[src/rtl/vga_tile_pkg.sv]
// rtl/vga_tile_pkg.sv - tile grid geometry, tile codes and writer state encoding
package vga_tile_pkg;

    localparam int TILES_X   = 32;
    localparam int TILES_Y   = 24;
    localparam int TILE_PX   = 20;
    localparam int NUM_TILES = TILES_X * TILES_Y;

    localparam logic [4:0] MAX_Y     = 5'(TILES_Y - 1);
    localparam logic [9:0] LAST_TILE = 10'(NUM_TILES - 1);

    typedef enum logic [2:0] {
        TILE_BLACK  = 3'd0,
        TILE_BLUE   = 3'd1,
        TILE_GREEN  = 3'd2,
        TILE_CYAN   = 3'd3,
        TILE_RED    = 3'd4,
        TILE_PURPLE = 3'd5,
        TILE_YELLOW = 3'd6,
        TILE_WHITE  = 3'd7
    } tile_code_e;

    typedef enum logic [1:0] {
        ST_IDLE  = 2'd0,
        ST_WRITE = 2'd1,
        ST_CLEAR = 2'd2
    } writer_state_e;

    // Row-major tile index: 32 columns per row makes y*32+x a plain concatenation.
    function automatic logic [9:0] tile_addr(input logic [4:0] x, input logic [4:0] y);
        return {y, x};
    endfunction

endpackage

[src/rtl/tile_sweep_counter.sv]
// rtl/tile_sweep_counter.sv - full-grid sweep address counter, wraps after the last tile
module tile_sweep_counter
    import vga_tile_pkg::*;
(
    input  logic       clk,
    input  logic       reset,
    input  logic       clr,
    input  logic       en,
    output logic [9:0] count,
    output logic       tc
);

    assign tc = (count == LAST_TILE);

    always_ff @(posedge clk or negedge reset) begin
        if (!reset) begin
            count <= '0;
        end else if (clr) begin
            count <= '0;
        end else if (en) begin
            count <= tc ? '0 : count + 10'd1;
        end
    end

endmodule

[src/rtl/tile_writer.sv]
// rtl/tile_writer.sv - single-tile writes and full-grid clear into tile RAM
// Optional: TILE_WRITER_VBLANK_ONLY_EN restricts RAM writes to vblank cycles.
module tile_writer
    import vga_tile_pkg::*;
#(
    parameter int CODE_W = 8,
    parameter int ADDR_W = 10
) (
    input  logic              clk,
    input  logic              reset,
    input  logic              req_valid,
    output logic              req_ready,
    input  logic [4:0]        req_x,
    input  logic [4:0]        req_y,
    input  logic [CODE_W-1:0] req_code,
    input  logic              clear_start,
    input  logic [CODE_W-1:0] clear_code,
    input  logic              vblank,
    output logic              we,
    output logic [ADDR_W-1:0] waddr,
    output logic [CODE_W-1:0] wdata,
    output logic              busy,
    output logic              clear_done,
    output logic              err_oob
);

    writer_state_e     state, state_next;
    logic [ADDR_W-1:0] wr_addr;
    logic [CODE_W-1:0] wr_data;
    logic              go;
    logic              accept;
    logic              accept_ok;
    logic              clear_go;
    logic              sweep_en;
    logic [9:0]        sweep_count;
    logic              sweep_tc;

`ifdef TILE_WRITER_VBLANK_ONLY_EN
    assign go = vblank;
`else
    logic unused_vblank;
    assign unused_vblank = vblank;
    assign go = 1'b1;
`endif

    assign req_ready = (state == ST_IDLE) & ~clear_start;
    assign accept    = req_valid & req_ready;
    assign accept_ok = accept & (req_y <= MAX_Y);
    assign clear_go  = (state == ST_IDLE) & clear_start;

    tile_sweep_counter u_sweep (
        .clk   (clk),
        .reset (reset),
        .clr   (clear_go),
        .en    (sweep_en),
        .count (sweep_count),
        .tc    (sweep_tc)
    );

    always_ff @(posedge clk or negedge reset) begin
        if (!reset) begin
            state <= ST_IDLE;
        end else begin
            state <= state_next;
        end
    end

    always_comb begin
        state_next = state;
        case (state)
            ST_IDLE: begin
                if (clear_go) begin
                    state_next = ST_CLEAR;
                end else if (accept_ok) begin
                    state_next = ST_WRITE;
                end
            end
            ST_WRITE: begin
                if (go) begin
                    state_next = ST_IDLE;
                end
            end
            ST_CLEAR: begin
                if (go && sweep_tc) begin
                    state_next = ST_IDLE;
                end
            end
            default: state_next = ST_IDLE;
        endcase
    end

    // During a sweep the live counter drives the bus; otherwise the last address is held.
    always_comb begin
        we       = go & ((state == ST_WRITE) | (state == ST_CLEAR));
        sweep_en = go & (state == ST_CLEAR);
        busy     = (state != ST_IDLE);
        waddr    = sweep_en ? ADDR_W'(sweep_count) : wr_addr;
        wdata    = wr_data;
    end

    always_ff @(posedge clk or negedge reset) begin
        if (!reset) begin
            wr_addr    <= '0;
            wr_data    <= '0;
            err_oob    <= 1'b0;
            clear_done <= 1'b0;
        end else begin
            err_oob    <= accept & (req_y > MAX_Y);
            clear_done <= sweep_en & sweep_tc;
            if (clear_go) begin
                wr_data <= clear_code;
            end else if (accept_ok) begin
                wr_addr <= ADDR_W'(tile_addr(req_x, req_y));
                wr_data <= req_code;
            end
            if (sweep_en) begin
                wr_addr <= ADDR_W'(sweep_count);
            end
        end
    end

endmodule

[config.mk]
export PLATFORM = sky130hd
export DESIGN_NAME = tile_writer
export DESIGN_NICKNAME = d
export VERILOG_FILES = /design/src/rtl/vga_tile_pkg.sv /design/src/rtl/tile_sweep_counter.sv /design/src/rtl/tile_writer.sv
export SDC_FILE = /design/constraint.sdc
export NUM_CORES = 1
export LEC_CHECK = 0
export ABC_AREA = 1
export ABC_CLOCK_PERIOD_IN_PS = 1330
export CAP_MARGIN = 20
export CELL_PAD_IN_SITES_DETAIL_PLACEMENT = 1
export CELL_PAD_IN_SITES_GLOBAL_PLACEMENT = 2
export CORE_MARGIN = 2
export CORE_UTILIZATION = 23
export CTS_CLUSTER_DIAMETER = 100
export DETAILED_ROUTE_END_ITERATION = 10
export MAX_ROUTING_LAYER = met4
export PLACE_DENSITY_LB_ADDON = 0.1
export SLEW_MARGIN = 5
export SYNTH_ARGS = -nofsm -noshare
export SYNTH_HDL_FRONTEND = slang
export SYNTH_SLANG_ARGS = --single-unit
[constraint.sdc]
create_clock -name clk -period 1.33 [get_ports clk]
set_clock_uncertainty 0.05 [all_clocks]
set_input_delay 0.266 -clock clk [delete_from_list [all_inputs] [get_ports clk]]
set_output_delay 0.266 -clock clk [all_outputs]
set_load 0.02 [all_outputs]
==> results.tsv <==
metric	value	unit
cp-end-kind	output pin	
post-route-util	45.93	%
die_h	89.44	um
cts_num_sinks	32	
dp.cells	399	
cts_tree	built	
portBuffers	52	
grt_usage	16.65	%
vias	1826	
ys_types	28	
area_growth	96.27	%
synthFlopType	dfrtp_1	
htreeDepth	2	
antenna_cells	0	
p_leak	0.001519	uW
clockBufferDepth	2	
path_max_fanout	5	
grt_pass1_wl	9673	um
routabilityCongestion	0.7551	
clk_pin_slew	0.07	ns
postSynthCellCount	208	
syn-num-nets	242	
ff_latch_area	802.0	um^2
vias_per_cell	4.307	
grt_overflow	0	
fill_cells	842	
period_share	130.0	%
drt_first_pass_iters	4	
hold_viol	0	
grt_pass1_vias	1996	
syn_avg_cell_area	8.073	um^2
place_area	0.002703	mm^2
worstReg2RegEnd	wr_addr[2]	
tns	-13.25	ns
fin_nets	358	
dpl.hpwl	4209	um
status	finished with violations	
layout-drive-gt1-share	41.23	%
finalPower	6110	uW
rsz0062_at_grt	true	
critical_path_required	1.01	ns
fp-row-count	31	
cap_viol_max_count	0	
numCtsBuffers	5	
final_area	0.003296	mm^2
peakVddDrop	0.8692	mV
finalSetupViolations	45	
relSlewSlack	84.75	%
yosysTopAreaCell	dfrtp_1	
antenna_found_initial	0	
ctsHoldBuffers	0	
core	0.007176	mm^2
grt_max_degree	33	
critPathKind	reg2out	
regToRegSetupSlack	-0.37	ns
p_per_area	1854	mW/mm^2
synth_top_area_share	47.69	%
root_buffer	clkbuf_8	
worstMarginPinSlew	0.2279	ns
num_io_pins	54	
multi_input_area	0.001057	mm^2
final_cells	424	
dieArea	0.008000	mm^2
start_util	23.40	%
synthArstFlopShare	100.0	%
finalCriticalPeriod	1.729	ns
synthTopCellsByCount	nand2_1 (71), dfrtp_1 (32), inv_1 (21)	
cp.arrival	1.41	ns
ys_seq_area_share	47.69	%
route.detailed.drc	0	
synth.top_cells.by_area	dfrtp_1 (48%), nand2_1 (16%), inv_1 (4.7%)	
crit_path_start_kind	flip-flop	
setup_ws	-0.3988	ns
initialDrtViolationCount	66	
violations	negative setup slack	
antenna_left	0	
routedWlPerCell	14.51	um
ys_seq_elements	32	
yosysMostFrequentCell	nand2_1	
ys_warn_count	0	
reg2regPathDepth	11	
clock_latency	0.28	ns
fp.dieW	89.44	um
max_freq	0.5785	GHz
finalWirelength	6154	um
hp-class	in2async	
cp-startpoint	state[0]	
r2r_start	state[1]	
synth-edff-count	0	
syn_area	0.001679	mm^2
slew_viol_final	0	
layout by cell type (no fill, tap or decap), drive strengths merged, types with 2 or more instances in the layout:
cell	instances
clkdlybuf4s15	4
xor2	2
a31oi	8
dlygate4sd2	3
o22ai	3
clkdlybuf4s50	29
nand2	76
ha	3
nand3	7
clkbuf	12
o21ai	14
inv	22
xnor2	2
dfrtp	32
nand4	3
o211ai	10
buf	71
nor2	20
power by group:
part / total [uW] / internal [uW] / switching (uW) / leakage, uW
Clock: 784 / 422 / 362 / 0.0000455
Combinational: 3860 / 1880 / 1980 / 0.00106
Sequential: 1470 / 1270 / 198 / 0.000413
Total: 6110 / 3570 / 2530 / 0.00152
per-stage QoR:
step | hold slack (ns) | setup slack [ns]
2_1_floorplan | -0.07959 | -0.2118
3_3_place_gp | 0.4131 | -0.5836
4_1_cts | 0.3107 | -0.4069
5_1_grt | 0.3181 | -0.4672
3_5_place_dp | 0.4158 | -0.5989
6_report | 0.3039 | -0.3988
worst max-delay path by stage:
| stage | endpoint | cells past startpoint |
|---|---|---|
| finish | waddr[0] | 6 |
| global route | waddr[9] | 6 |
| CTS | waddr[8] | 6 |
| detailed placement | waddr[8] | 6 |
| floorplan | waddr[0] | 5 |
| global placement | waddr[8] | 6 |
sequential cells by signal (all words and copies together) (netlist names):
signal and count:
u_sweep.count 10, wr_addr 10, wdata 8, state 2, clear_done 1, err_oob 1
routing by layer:
layer	vias to the layer above	track usage [%]	wire length (um)
met3	2	3.601	218
met1	877	18.63	2496
met5	-	-	0
li1	913	-	-
met2	34	30.84	3413
met4	0	2.442	26
what timing repair did:
item | CTS | global route
pin swaps | 7 | 7
setup buffers | 7 | 7
resized for setup | 125 | 45
setup endpoints to repair | 54 | 50
cloned | 3 | 1
cell families after synthesis:
kind of cell,share of synthesized area (%)
AOI/OAI and AO/OA,13.93
buffers and inverters,6.706
adders and majority gates,2.236
and+or+nand+nor,27.35
xor gates and xnor gates,2.087
DFF,47.69
layout make-up:
class	count	share of cell area, %
inverters	23	2.961
repair buffers	111	34.13
clock buffers	8	2.733
well taps	99	3.759
multi-input cells	151	32.08
flip-flops and latches	32	24.34
critical path: stages (launching register included):
cell       delay (ns)
dfrtp_1          0.40
inv_2            0.09
ha_4             0.20
clkbuf_16        0.19
nand2_4          0.06
o21ai_4          0.06
buf_6            0.13
Power figures use the tool's default switching activity.
